--- config.mk ---
export PLATFORM = sky130hd
export DESIGN_NAME = bf_jump_table_builder_flat
export DESIGN_NICKNAME = d
export VERILOG_FILES = /design/src/rtl/bf_jump_table_builder_if.sv /design/src/rtl/bf_jump_table_builder.sv /design/src/flat_wrapper.sv
export SDC_FILE = /design/constraint.sdc
export NUM_CORES = 1
export LEC_CHECK = 0
export CAP_MARGIN = 20
export CELL_PAD_IN_SITES_DETAIL_PLACEMENT = 0
export CELL_PAD_IN_SITES_GLOBAL_PLACEMENT = 2
export CORE_MARGIN = 5
export CORE_UTILIZATION = 50
export CTS_CLUSTER_SIZE = 25
export DETAILED_ROUTE_END_ITERATION = 8
export PLACE_DENSITY_LB_ADDON = 0.1
export REMOVE_ABC_BUFFERS = 1
export SETUP_SLACK_MARGIN = 0.05
export SLEW_MARGIN = 20
export SYNTH_ARGS = -nofsm -noshare
export SYNTH_HDL_FRONTEND = slang
export SYNTH_SLANG_ARGS = --single-unit
--- constraint.sdc ---
create_clock -name clk -period 8.9 [get_ports clk]
set_input_delay 2.225 -clock clk [delete_from_list [all_inputs] [get_ports clk]]
set_output_delay 2.225 -clock clk [all_outputs]
set_load 0.05 [all_outputs]
--- src/rtl/bf_jump_table_builder_if.sv ---
// Program-read, jump-table-write and status signals between the bracket
// pre-scan block (master) and the memories/core controller (slave).
interface bf_jump_table_builder_if #(
    parameter int ADDR_W = 16
);
    logic              start;
    logic [ADDR_W-1:0] ix_addr;
    logic [7:0]        ix_data;
    logic              jt_we;
    logic [ADDR_W-1:0] jt_addr;
    logic [ADDR_W-1:0] jt_data;
    logic              busy;
    logic              done;
    logic [1:0]        err;
    logic [ADDR_W-1:0] pair_count;

    modport master (
        input  start, ix_data,
        output ix_addr, jt_we, jt_addr, jt_data, busy, done, err, pair_count
    );

    modport slave (
        output start, ix_data,
        input  ix_addr, jt_we, jt_addr, jt_data, busy, done, err, pair_count
    );
endinterface

--- src/rtl/bf_jump_table_builder.sv ---
// Scans program memory, matches [ ] with a stack and writes both jump targets per pair.
// start->done latency 2(N+1)+2P clocks; no backpressure, table writes are single-cycle strobes.
module bf_jump_table_builder #(
    parameter int ADDR_W = 16,
    parameter int DEPTH  = 32,
    parameter int SP_W   = 6
) (
    input  logic                          clk,
    input  logic                          rst,
    bf_jump_table_builder_if.master       bus
);
    localparam int IDX_W = $clog2(DEPTH);

    typedef enum logic [2:0] {
        S_IDLE, S_READ, S_CHECK, S_WR_OPEN, S_WR_CLOSE, S_DONE, S_ERROR
    } state_t;

    state_t            state_q, state_d;
    logic [ADDR_W-1:0] a_q, a_d;
    logic [ADDR_W-1:0] c_q, c_d;
    logic [ADDR_W-1:0] o_q, o_d;
    logic [SP_W-1:0]   sp_q, sp_d;
    logic [ADDR_W-1:0] ix_addr_q, ix_addr_d;
    logic              jt_we_q, jt_we_d;
    logic [ADDR_W-1:0] jt_addr_q, jt_addr_d;
    logic [ADDR_W-1:0] jt_data_q, jt_data_d;
    logic              busy_q, busy_d;
    logic              done_q, done_d;
    logic [1:0]        err_q, err_d;
    logic [ADDR_W-1:0] pair_count_q, pair_count_d;

    logic [ADDR_W-1:0] stack_q [DEPTH];
    logic              push;
    logic [IDX_W-1:0]  push_idx, pop_idx;
    logic              adv;
    logic              fin;
    logic [SP_W-1:0]   fin_sp;

    assign push_idx = sp_q[IDX_W-1:0];
    assign pop_idx  = IDX_W'(sp_q - 1'b1);

    always_comb begin
        state_d      = state_q;
        a_d          = a_q;
        c_d          = c_q;
        o_d          = o_q;
        sp_d         = sp_q;
        ix_addr_d    = ix_addr_q;
        jt_we_d      = 1'b0;
        jt_addr_d    = jt_addr_q;
        jt_data_d    = jt_data_q;
        busy_d       = busy_q;
        done_d       = done_q;
        err_d        = err_q;
        pair_count_d = pair_count_q;
        push         = 1'b0;
        adv          = 1'b0;
        fin          = 1'b0;
        fin_sp       = sp_q;

        case (state_q)
            S_IDLE, S_DONE, S_ERROR: begin
                if (bus.start) begin
                    a_d          = '0;
                    ix_addr_d    = '0;
                    sp_d         = '0;
                    done_d       = 1'b0;
                    err_d        = 2'd0;
                    pair_count_d = '0;
                    busy_d       = 1'b1;
                    state_d      = S_READ;
                end
            end
            S_READ: state_d = S_CHECK;
            S_CHECK: begin
                case (bus.ix_data)
                    8'h00: fin = 1'b1;
                    8'h5B: begin
                        if (sp_q == SP_W'(DEPTH)) begin
                            err_d   = 2'd2;
                            busy_d  = 1'b0;
                            state_d = S_ERROR;
                        end else begin
                            push = 1'b1;
                            sp_d = sp_q + 1'b1;
                            adv  = 1'b1;
                        end
                    end
                    8'h5D: begin
                        if (sp_q == '0) begin
                            err_d   = 2'd1;
                            busy_d  = 1'b0;
                            state_d = S_ERROR;
                        end else begin
                            sp_d      = sp_q - 1'b1;
                            o_d       = stack_q[pop_idx];
                            c_d       = a_q;
                            jt_we_d   = 1'b1;
                            jt_addr_d = stack_q[pop_idx];
                            jt_data_d = a_q;
                            state_d   = S_WR_OPEN;
                        end
                    end
                    default: adv = 1'b1;
                endcase
            end
            S_WR_OPEN: begin
                jt_we_d      = 1'b1;
                jt_addr_d    = c_q;
                jt_data_d    = o_q;
                pair_count_d = pair_count_q + 1'b1;
                state_d      = S_WR_CLOSE;
            end
            S_WR_CLOSE: adv = 1'b1;
            default: state_d = S_IDLE;
        endcase

        // The last address ends the scan as if a terminator followed it.
        if (adv) begin
            if (a_q == {ADDR_W{1'b1}}) begin
                fin    = 1'b1;
                fin_sp = sp_d;
            end else begin
                a_d       = a_q + 1'b1;
                ix_addr_d = a_q + 1'b1;
                state_d   = S_READ;
            end
        end

        if (fin) begin
            busy_d = 1'b0;
            if (fin_sp == '0) begin
                done_d  = 1'b1;
                state_d = S_DONE;
            end else begin
                err_d   = 2'd3;
                state_d = S_ERROR;
            end
        end
    end

    always_ff @(posedge clk or posedge rst) begin
        if (rst) begin
            state_q      <= S_IDLE;
            a_q          <= '0;
            c_q          <= '0;
            o_q          <= '0;
            sp_q         <= '0;
            ix_addr_q    <= '0;
            jt_we_q      <= 1'b0;
            jt_addr_q    <= '0;
            jt_data_q    <= '0;
            busy_q       <= 1'b0;
            done_q       <= 1'b0;
            err_q        <= 2'd0;
            pair_count_q <= '0;
        end else begin
            state_q      <= state_d;
            a_q          <= a_d;
            c_q          <= c_d;
            o_q          <= o_d;
            sp_q         <= sp_d;
            ix_addr_q    <= ix_addr_d;
            jt_we_q      <= jt_we_d;
            jt_addr_q    <= jt_addr_d;
            jt_data_q    <= jt_data_d;
            busy_q       <= busy_d;
            done_q       <= done_d;
            err_q        <= err_d;
            pair_count_q <= pair_count_d;
        end
    end

    // Stack contents need no reset: sp bounds which entries are live.
    always_ff @(posedge clk) begin
        if (push) stack_q[push_idx] <= a_q;
    end

    assign bus.ix_addr    = ix_addr_q;
    assign bus.jt_we      = jt_we_q;
    assign bus.jt_addr    = jt_addr_q;
    assign bus.jt_data    = jt_data_q;
    assign bus.busy       = busy_q;
    assign bus.done       = done_q;
    assign bus.err        = err_q;
    assign bus.pair_count = pair_count_q;
endmodule

--- src/flat_wrapper.sv ---
// flat-port wrapper written by rule: the top's interface ports become plain ports
module bf_jump_table_builder_flat 
#(
    parameter int ADDR_W = 16,
    parameter int DEPTH  = 32,
    parameter int SP_W   = 6
)
  (clk, rst, bus_start, bus_ix_data, bus_ix_addr, bus_jt_we, bus_jt_addr, bus_jt_data, bus_busy, bus_done, bus_err, bus_pair_count);
  bf_jump_table_builder_if #(.ADDR_W(ADDR_W)) bus_i ();
  input  logic clk;
  input  logic rst;
  input wire logic [$bits(bus_i.start)-1:0] bus_start;
  input wire logic [$bits(bus_i.ix_data)-1:0] bus_ix_data;
  output wire logic [$bits(bus_i.ix_addr)-1:0] bus_ix_addr;
  output wire logic [$bits(bus_i.jt_we)-1:0] bus_jt_we;
  output wire logic [$bits(bus_i.jt_addr)-1:0] bus_jt_addr;
  output wire logic [$bits(bus_i.jt_data)-1:0] bus_jt_data;
  output wire logic [$bits(bus_i.busy)-1:0] bus_busy;
  output wire logic [$bits(bus_i.done)-1:0] bus_done;
  output wire logic [$bits(bus_i.err)-1:0] bus_err;
  output wire logic [$bits(bus_i.pair_count)-1:0] bus_pair_count;
  assign bus_i.start = bus_start;
  assign bus_i.ix_data = bus_ix_data;
  assign bus_ix_addr = bus_i.ix_addr;
  assign bus_jt_we = bus_i.jt_we;
  assign bus_jt_addr = bus_i.jt_addr;
  assign bus_jt_data = bus_i.jt_data;
  assign bus_busy = bus_i.busy;
  assign bus_done = bus_i.done;
  assign bus_err = bus_i.err;
  assign bus_pair_count = bus_i.pair_count;
  bf_jump_table_builder #(.ADDR_W(ADDR_W), .DEPTH(DEPTH), .SP_W(SP_W)) u_core (.clk(clk), .rst(rst), .bus(bus_i));
endmodule
### Word-level counts from Yosys, hierarchy flattened

Memories as Yosys holds them, arrays and structs flattened.
Index checks and enable logic that the tools add are counted.

* bits in registers: 126
* latch bits: 0
* bits in writable memories: 512
* memory bits (read-only): 0
* input bits: 11
* output and inout port bits: 69
* memories: 1

Memory list
* u_core.stack_q: words 32, bits a word 16, read ports 1, clocked after memory_dff 0, wr ports 1, RTL line bf_jump_table_builder.sv:32 `logic [ADDR_W-1:0] stack_q [DEPTH];`

* add/sub/neg operators: 4
* multipliers: 0
* divide/modulo/power cells: 0
* order comparisons: 0
* equal/unequal tests: 17
* shift operators: 0
* mux-type cells: 63
* bitwise logic cells: 1
* reduce and logical (&&, ||, !) cells: 13

Operators with widths (count)
* $mux 16: 13
* $pmux 16 s2: 3
* $add 16x1->16 const B: 2
* $mux 6: 5
* $pmux 6 s2: 2
* $mux 1: 19
* $mux 3: 6
* $eq 16x16->1 const B: 1
* $eq 8x7->1 const B: 2
* $pmux 3 s5: 1
* $logic_not 6->1: 2
* $mux 2: 6
* $ne 4x2->1 const B: 3
* $pmux 1 s2: 5
* $eq 3x3->1 const B: 3
* $logic_not 8->1: 1
* $pmux 2 s2: 2
* $add 6x1->6 const B: 1
* $eq 3x2->1 const B: 2
* $eq 6x6->1 const B: 1
* $pmux 3 s2: 1
* $reduce_and 3->1: 2
* $sub 6x1->6 const B: 1
* $reduce_and 5->1: 1
* other kinds (11): 13

### Depth between registers and ports, before layout

Gate-level depths: netlist of run 1.

* depth after elaboration: 9
* depth in mapped cells: 13
* depth with buffers taken out: 9

### Worst setup path after synthesis of run 1

No wires, ideal clock.

* path kind: input-to-reg
* from: input bus_ix_data[5]
* to: memory u_core.stack_q[31][0] (enable)
* setup time: 0.388 ns
* data arrival time: 3.990 ns
* data required time: 8.512 ns
* slack: 4.522 ns
* stages on the path: 5
* buffers on the path: 1
* cells stage by stage: or2_2 > nor3_2 > buf_2 > nand4_1 > nor2_1

* cells in the longest elaborated chain, start to end: 5

RTL lines
* start: declaration: RTL line flat_wrapper.sv:13 `input wire logic [$bits(bus_i.ix_data)-1:0] bus_ix_data;`
* $eq 8x7->1: RTL line bf_jump_table_builder.sv:76 `case (bus.ix_data)`
* $mux 1: RTL line bf_jump_table_builder.sv:76
* $mux 1: RTL line bf_jump_table_builder.sv:61 `case (state_q)`
* $mux 1: RTL line bf_jump_table_builder.sv:176 `if (push) stack_q[push_idx] <= a_q;`
* $mux 1 (implied by the code): RTL line bf_jump_table_builder.sv:176
* end: declaration: RTL line bf_jump_table_builder.sv:32

Every way passes these cells.

### Final worst setup path of run 1

* from: input bus_ix_data[5]
* to: memory u_core.stack_q[3][11] (enable)

The elaborated chain is that of the path after synthesis.

==> run metrics, run 1 <==
run status=finished, final reports clean; H-tree Lvls=3; synthesis-stage register bit count=638; Die ar.=55600 um2; Area contributors post-synth=edfxtp_1, mux4_2, dfrtp_1; most common cell after layout, fill and taps aside=edfxtp_1; Post-DRT Antenna Nets=0; Min-Delay Endpoint=u_core.c_q[8]; Slew @ Worst Pin=1.00 ns; RSZ-0062 raised after global routing=no; utilization after layout=0.584; Peak VDD IR=0.000156 V; Worst setup SP type=primary input; HP Start=u_core.c_q[8]; HPWL after DPL=38.1 mm; effective utilization at floorplan=0.507; # port buffers=79; post-CTS setup buffers=0; global route total overflow=0; Max Root-Sink Buffers=3; Post-Syn Area=25500 um2; CTS tree=yes; Crit Path Class=primary input to register; Die H=236 um; clock sinks=638; share of the synthesized area in the top cell type=0.603; Layout area overhead=15.1%; WL/cell=27.7 um; antenna cells=0; CP Data Arrival Time=5.71 ns; sequential area share after synthesis=0.727; syn avg cell area=18.2 um2; die span in x=236 um; DR vias/cell=5.96; initial antenna violation count=2; site row count=82; Critical-path top delay cell=nor2_2; Clock transition at path regs=0.06 ns; worst hold path stage count=2; crit share post-route=0.618; Min-Delay Path Class=register to register; most frequent cells in the layout=edfxtp_1, mux4_2, nand2_1; DR vias=13300; Resize count post-CTS=0; largest net degree at the start of global routing=102; clk_skew=0.0169 ns; largest stage delay on the critical path=1.09 ns; drt drc=0; Ports=80; RR Startpoint=u_core.sp_q[0]; Worst slew margin=0.330; crit path max fanout=16; first-pass GRT wire length=92.3 mm; Fill cells=3770; Fin Setup TNS=0 ns; crit-path cells=clkdlybuf4s50_1, or2_2, nor3_2, nand4_1, nor2_2; Post-synth EDFFs=512; total track usage=0.224; drt first pass iters=5; max capacitance violation total=0; setup slack, reg-to-reg=4.43 ns; CP endpoint kind=register; # hold bufs at CTS=0; Max Slew Vio Count=0; final wirelength=61.8 mm; Pwr Density=240 nW/um2; worst-skew pair later-pin latency=0.60 ns; number of library cell types mapped by synthesis=65; synthesis warning total=0; Final min period=5.50 ns; reg2reg path depth=9; RePlAce Congestion=0.811; Main synth FF type=edfxtp_1; cell count after synthesis=1400; final net count=1531; Pleak=10.1 nW; fraction of layout cells with a size suffix above 1=0.216; Final Hold Viols=0; Async S/R FF share, synth=0.197; Max Clk Rate=182 MHz; post-synth top area cell=edfxtp_1; FF-to-FF End=u_core.bus.jt_addr[4]; area of the core=50300 um2; Final setup viols=0; total CTS buffers=67; vias in the first global route=13600; WP data required=9.11 ns; Starting DRT DRC Count=1184; Root Buffer=clkbuf_16
power by group:
part	switching, W	internal [W]	total (W)
registers	0.0000692	0.00336	0.00343
logic	0.000629	0.000262	0.000890
clock network	0.00113	0.00160	0.00273
worst max-delay path, delay by kind of cell:
| family | cells | cell delay (ns) |
|---|---|---|
| AND/OR/NAND/NOR | 4 | 3.06 |
| buffers and inverters | 1 | 0.41 |
routing by layer:
layer  GRT usage  vias up  part of all wire
met2       0.374      385              0.51
met5           0        -                 0
met1       0.309     7065              0.41
met4      0.0531        0             0.021
li1            -     5789                 -
met3      0.0470       81             0.059
through the flow:
step	setup WS [ns]	area, um2	hold WS [ns]	power [W]	instances
6_report	3.40	29300	0.478	0.00704	2234
5_1_grt	3.32	29300	0.493	0.00731	2234
4_1_cts	3.44	29300	0.478	0.00712	2234
3_3_place_gp	2.86	27200	0.458	0.00439	2116
2_1_floorplan	-1.22	25100	0.447	0.00403	1321
3_5_place_dp	2.79	27200	0.463	0.00439	2116
registers in the layout, summed over array words and instances, names as in the netlist:
signal                 cells
u_core.a_q                16
u_core.bus.busy            1
u_core.bus.done            1
u_core.bus.err             2
u_core.bus.ix_addr        16
u_core.bus.jt_addr        16
u_core.bus.jt_data        16
u_core.bus.jt_we           1
u_core.bus.pair_count     16
u_core.c_q                16
u_core.o_q                16
u_core.sp_q                6
u_core.stack_q           512
u_core.state_q             3
worst max path at each step:
stage                         startpoint               endpoint  slack, ns
after floorplan           u_core.sp_q[0]  u_core.bus.jt_addr[0]      -1.22
after global placement    bus_ix_data[5]  u_core.stack_q[11][2]       2.86
after detailed placement  bus_ix_data[5]  u_core.stack_q[11][2]       2.79
after CTS                 bus_ix_data[5]  u_core.stack_q[11][4]       3.44
after global routing      bus_ix_data[5]  u_core.stack_q[15][1]       3.32
final                     bus_ix_data[5]  u_core.stack_q[3][11]       3.40
logic make-up (layout without fill, tap and decap cells):
logic type | count (synthesis) | in the layout | share of synthesized area
multiplexers | 179 | 179 | 0.149
adder cells (fa/ha/maj) | 7 | 7 | 0.00344
flip-flops | 638 | 638 | 0.727
XOR/XNOR | 21 | 21 | 0.00722
AND/OR/NAND/NOR | 313 | 313 | 0.0566
buffers and inverters | 88 | 250 | 0.0156
AO/OA/AOI/OAI | 154 | 154 | 0.0412
area by class of cell:
type / instances / area [um2] / share of cell area
well taps: 672 / 841 / 0.0287
multi-input cells: 674 / 6650 / 0.227
repair buffers: 123 / 1140 / 0.0388
inverters: 9 / 38.8 / 0.00132
flip-flops and latches: 638 / 18500 / 0.632
clock buffers: 86 / 1830 / 0.0625
clock inverters: 32 / 307 / 0.0104
synth_stat cells, drive strengths merged, types with 6 or more instances:
master / n
mux2i: 19
a21oi: 9
xnor2: 14
a21o: 18
and3: 10
nor3: 9
buf: 36
nor2: 84
edfxtp: 512
nand2: 131
mux4: 160
clkbuf: 43
a31oi: 18
nand3b: 6
inv: 9
ha: 7
a31o: 11
xor2: 7
nand3: 30
dfrtp: 126
o21a: 16
o21ai: 50
and2: 8
nand4: 7
Power figures use the tool's default switching activity.
==> run 2: changes to the inputs <==
--- a/config.mk
+++ b/config.mk
@@ -9,7 +9,7 @@
 export CELL_PAD_IN_SITES_DETAIL_PLACEMENT = 0
 export CELL_PAD_IN_SITES_GLOBAL_PLACEMENT = 2
 export CORE_MARGIN = 5
-export CORE_UTILIZATION = 50
+export CORE_UTILIZATION = 47
 export CTS_CLUSTER_SIZE = 25
 export DETAILED_ROUTE_END_ITERATION = 8
 export PLACE_DENSITY_LB_ADDON = 0.1
==> constraint.sdc (replaced) <==
create_clock -name clk -period 5.37 [get_ports clk]
set_input_delay 1.3425 -clock clk [delete_from_list [all_inputs] [get_ports clk]]
set_output_delay 1.3425 -clock clk [all_outputs]
set_load 0.05 [all_outputs]
==> run metrics, run 2 (synthesis results as in run 1) <==
run status=finished, final reports clean; first-pass GRT wire length=91.4 mm (-0.93%); crit-path cells=clkdlybuf4s50_1, or4_4, nor4_4, a211oi_2, a211oi_4, a41o_1, buf_4, inv_1, a22o_1; vias in the first global route=13800 (+1.4%); fraction of layout cells with a size suffix above 1=0.242 (+0.0264); largest stage delay on the critical path=0.58 ns (-0.51 ns); Min-Delay Path Class=register to register; RSZ-0062 raised after global routing=no; drt drc=0 (unchanged); total CTS buffers=69 (+3.0%); HPWL after DPL=35.8 mm (-6.1%); Pleak=10.2 nW (+1.7%); crit path launch=bus_ix_data[2]; worst-skew pair later-pin latency=0.61 ns (about the same); Ports=80 (unchanged); most frequent cells in the layout=edfxtp_1, mux4_2, nand2_1; Root Buffer=clkbuf_16; Largest register FFs=512 (unchanged); CP Data Arrival Time=4.37 ns (-1.34 ns); largest net degree at the start of global routing=90 (-12%); crit path max fanout=16 (unchanged); Final setup viols=0 (unchanged); H-tree Lvls=3 (unchanged); site row count=85 (+3.7%); overall power=0.0117 W (+66%); Clock transition at path regs=0.06 ns (about the same); RR Startpoint=u_core.sp_q[1]; clk_skew=0.0192 ns (+0.00231 ns); total track usage=0.209 (-0.0150); Worst setup SP type=primary input; global route total overflow=0 (unchanged); Resize count post-CTS=0 (unchanged); initial antenna violation count=0 (-2); Final min period=3.89 ns; WL/cell=26.7 um (-3.7%); HP Start=u_core.c_q[3]; # port buffers=79 (unchanged); final wirelength=61.2 mm (-1.1%); Fin Setup TNS=0 ns (unchanged); Layout area overhead=16.4%; post-CTS setup buffers=0 (unchanged); Starting DRT DRC Count=1107 (-6.5%); final net count=1561 (+2.0%); most common cell after layout, fill and taps aside=edfxtp_1; die span in x=243 um (+3.0%); Max Clk Rate=257 MHz; drt first pass iters=5 (unchanged); DP Area=27500 um2 (+1.1%); post-route cell area=29700 um2 (+1.1%); crit share post-route=0.725; Crit Path Class=primary input to register; effective utilization at floorplan=0.474 (-0.0334); Critical-path top delay cell=or4_4; DR vias=13300 (-0.52%); dpl ws=0.840 ns (-1.95 ns); Peak VDD IR=0.000262 V (+68%); Final Hold Viols=0 (unchanged); largest register by flop count=u_core.stack_q; Post-DRT Antenna Nets=0 (unchanged); Max Root-Sink Buffers=3 (unchanged); Worst slew margin=0.404 (+0.0740); WP data required=5.85 ns (-3.26 ns); clock sinks=638 (unchanged); Pwr Density=393 nW/um2 (+64%); RePlAce Congestion=0.802 (-1.2%); DR vias/cell=5.77 (-3.2%); Die ar.=59000 um2 (+6.1%); Die H=243 um (+3.0%); CTS tree=yes; max capacitance violation total=0 (unchanged); Max Slew Vio Count=0 (unchanged); area of the core=53800 um2 (+7.0%); Slew @ Worst Pin=0.894 ns (-0.108 ns); Final WS setup=1.48 ns (-1.92 ns); # hold bufs at CTS=0 (unchanged); CP endpoint kind=register; setup slack, reg-to-reg=1.61 ns (-2.82 ns)
-- run 2: changes by cell type in the layout (fill, tap and decap cells not counted), sizes merged --
cell and delta:
clkbuf +7, clkinvlp -1, buf +28, inv +3
bufinv -1, diode +1
-- run 2: through the flow --
step	utilization	hold slack, ns	cells
floorplan	-	0.447	1321
global placement	0.511	0.461	2168
detailed placement	0.511	0.462	2168
CTS	0.551	0.477	2294
global route	0.551	0.496	2294
finish	0.551	0.477	2295
-- run 2: worst max-delay path: cells and delay by family --
kind                   cells  cell delay [ns]
AO/OA/AOI/OAI              4             1.28
AND/OR/NAND/NOR            2             0.81
buffers and inverters      3             0.91
-- run 2: layer usage --
| metal | vias to the layer above | track usage | part of all wire |
|---|---|---|---|
| met4 | 0 | 0.0486 | 0.016 |
| li1 | 5867 | - | - |
| met3 | 74 | 0.0351 | 0.041 |
| met2 | 284 | 0.355 | 0.51 |
| met1 | 7026 | 0.289 | 0.43 |
| met5 | - | 0 | 0 |
-- run 2: final timing paths --
path                                     endpoint  cells past startpoint
setup / recovery                    u_core.a_q[1]                      9
hold / removal              u_core.bus.jt_addr[3]                      2
setup reg to reg            u_core.bus.jt_addr[2]                      9
hold reg to reg             u_core.bus.jt_addr[3]                      2
max in group asynchronous   u_core.bus.jt_addr[4]                      3
min in group asynchronous  u_core.bus.jt_data[11]                      2
-- run 2: where the power goes --
part	switching, W	internal, W
Sequential	0.000117	0.00556
Clock	0.00188	0.00264
Combinational	0.00102	0.000440
Total	0.00302	0.00865
-- run 2: area by class of cell --
| cell class | count | area, um2 |
|---|---|---|
| multi-input combinational | 674 | 6700 |
| sequential | 638 | 18500 |
| antenna | 1 | 2.50 |
| timing repair buffer | 151 | 1370 |
| tap | 696 | 871 |
| clock buffer | 93 | 1870 |
| inverter | 9 | 38.8 |
| clock inverter | 33 | 277 |
| fill | 4207 | 24200 |
==> run 3: changes to the inputs <==
--- a/config.mk
+++ b/config.mk
@@ -9,7 +9,7 @@
 export CELL_PAD_IN_SITES_DETAIL_PLACEMENT = 0
 export CELL_PAD_IN_SITES_GLOBAL_PLACEMENT = 2
 export CORE_MARGIN = 5
-export CORE_UTILIZATION = 47
+export CORE_UTILIZATION = 43
 export CTS_CLUSTER_SIZE = 25
 export DETAILED_ROUTE_END_ITERATION = 8
 export PLACE_DENSITY_LB_ADDON = 0.1
==> constraint.sdc (replaced) <==
create_clock -name clk -period 3.2 [get_ports clk]
set_input_delay 0.8 -clock clk [delete_from_list [all_inputs] [get_ports clk]]
set_output_delay 0.8 -clock clk [all_outputs]
set_load 0.05 [all_outputs]
==> run metrics, run 3 (synthesis results as in run 1) <==
DR vias=13400 (+0.98%); Post-DRT Antenna Nets=0 (unchanged); effective utilization at floorplan=0.433 (-0.0409); total track usage=0.197 (-0.0120); setup slack, reg-to-reg=0.27 ns (-1.34 ns); global route total overflow=0 (unchanged); site row count=89 (+4.7%); Min-Delay Path Class=register to register; dpl ws=0.0212 ns (-0.819 ns); RR Startpoint=u_core.sp_q[0]; Pleak=10.7 nW (+4.4%); Final WS setup=0.274 ns (-1.20 ns); max capacitance violation total=0 (unchanged); Worst setup SP type=register; worst-skew pair later-pin latency=0.59 ns (-0.02 ns); Peak VDD IR=0.000431 V (+64%); RSZ-0062 raised after global routing=no; largest net degree at the start of global routing=66 (-27%); H-tree Lvls=3 (unchanged); Final min period=2.93 ns; Fill cells=4749 (+13%); crit path max fanout=15 (-1); # port buffers=79 (unchanged); Pwr Density=660 nW/um2 (+68%); CP Data Arrival Time=3.37 ns (-1.00 ns); Slew @ Worst Pin=0.760 ns (-0.135 ns); crit path capture=u_core.bus.jt_addr[6]; utilization after layout=0.523 (-0.0280); Max Clk Rate=342 MHz; die span in x=253 um (+4.4%); Crit Path Class=register to register; Resize count post-CTS=0 (unchanged); run status=finished, final reports clean; Die H=253 um (+4.4%); most common cell after layout, fill and taps aside=edfxtp_1; antenna cells=0 (-1); Ports=80 (unchanged); HPWL after DPL=38.0 mm (+6.2%); WL/cell=25.9 um (-2.7%); crit path launch=u_core.sp_q[0]; reg2reg path depth=10 (+1); Final setup viols=0 (unchanged); Multi-input gate area=6700 um2 (unchanged); # hold bufs at CTS=0 (unchanged); final net count=1606 (+2.9%); fraction of layout cells with a size suffix above 1=0.265 (+0.0225); Starting DRT DRC Count=1148 (+3.7%); post-CTS setup buffers=0 (unchanged); Layout area overhead=20.9%; first-pass GRT wire length=92.7 mm (+1.4%); Worst slew margin=0.494 (+0.0897); most frequent cells in the layout=edfxtp_1, mux4_2, nand2_1; area of the core=58900 um2 (+9.5%); drt first pass iters=5 (unchanged); Max Root-Sink Buffers=3 (unchanged); DR vias/cell=5.55 (-4.0%); CP endpoint kind=register; largest register by flop count=u_core.stack_q; clk_skew=0.0132 ns (-0.00609 ns); FF-to-FF End=u_core.bus.jt_addr[6]; vias in the first global route=13700 (-0.22%); RePlAce Congestion=0.815 (+1.7%); Max Slew Vio Count=0 (unchanged); Largest register FFs=512 (unchanged); drt drc=0 (unchanged); Final Hold Viols=0 (unchanged); total CTS buffers=71 (+2.9%); WP data required=3.64 ns (-2.21 ns); crit share post-route=0.915; Root Buffer=clkbuf_16; initial antenna violation count=0 (unchanged); Storage cell area=18500 um2 (about the same); CTS tree=yes; clock sinks=638 (unchanged); final wirelength=62.6 mm (+2.3%); Die ar.=64200 um2 (+8.9%); Clock transition at path regs=0.06 ns (about the same)
## run 3: cell types whose count changed in the layout (fill, tap and decap cells not counted)
cell	previous run	this run
dfrtp_1	124	125
inv_6	5	2
clkbuf_8	1	5
bufinv_16	4	8
clkbuf_16	71	76
dfrtp_2	1	0
clkbuf_1	21	18
clkinv_1	12	9
buf_12	3	44
buf_4	69	71
clkinv_2	12	7
diode_2	1	0
## run 3: where the power goes
group          total (W)  internal, W  switching, W
Clock            0.00824      0.00508       0.00316
Sequential       0.00954      0.00934      0.000204
Combinational    0.00256     0.000830       0.00173
## run 3: final cells by class
| class | count | share of cell area |
|---|---|---|
| Timing Repair Buffer | 194 | 0.0716 |
| Clock buffer | 99 | 0.0662 |
| Clock inverter | 26 | 0.0108 |
| Inverter | 9 | 0.00126 |
| Tap cell | 773 | 0.0314 |
| Sequential cell | 638 | 0.601 |
| Multi-Input combinational cell | 674 | 0.217 |
## run 3: critical path, stage by stage (launching register included)
cell and delay, ns:
dfrtp_4 0.41, inv_1 0.09, ha_4 0.41, buf_4 0.31, mux4_2 0.35, mux4_2 0.55, mux2i_1 0.19, buf_4 0.17
nand2_1 0.07, o21ai_0 0.10, o21ai_0 0.09
## run 3: per-layer routing
layer,part of all wire,vias to the layer above,global-route usage
met4,0.020,0,0.0450
met2,0.50,283,0.326
met3,0.039,69,0.0334
met5,0,-,0
met1,0.44,7098,0.279
li1,-,5931,-
## run 3: worst min-delay path by stage
stage                    from        endpoint  slack (ns)  depth (start not counted)
6_report        u_core.c_q[6]   u_core.c_q[6]        0.48                          2
5_1_grt         u_core.o_q[2]   u_core.o_q[2]        0.50                          1
2_1_floorplan   u_core.c_q[0]   u_core.c_q[0]        0.45                          2
3_3_place_gp   u_core.c_q[10]  u_core.c_q[10]        0.46                          2
3_5_place_dp    u_core.c_q[3]   u_core.c_q[3]        0.46                          2
4_1_cts         u_core.c_q[3]   u_core.c_q[3]        0.48                          2
## run 3: per-stage QoR
| stage | hold WS (ns) | setup TNS (ns) | power (W) | area [um2] | std cells |
|---|---|---|---|---|---|
| 2_1_floorplan | 0.447 | -3142.51 | 0.0112 | 25100 | 1321 |
| 3_3_place_gp | 0.458 | 0 | 0.0123 | 28400 | 2288 |
| 3_5_place_dp | 0.463 | 0 | 0.0123 | 28400 | 2288 |
| 4_1_cts | 0.479 | 0 | 0.0206 | 30800 | 2413 |
| 5_1_grt | 0.496 | 0 | 0.0211 | 30800 | 2413 |
| 6_report | 0.476 | 0 | 0.0203 | 30800 | 2413 |
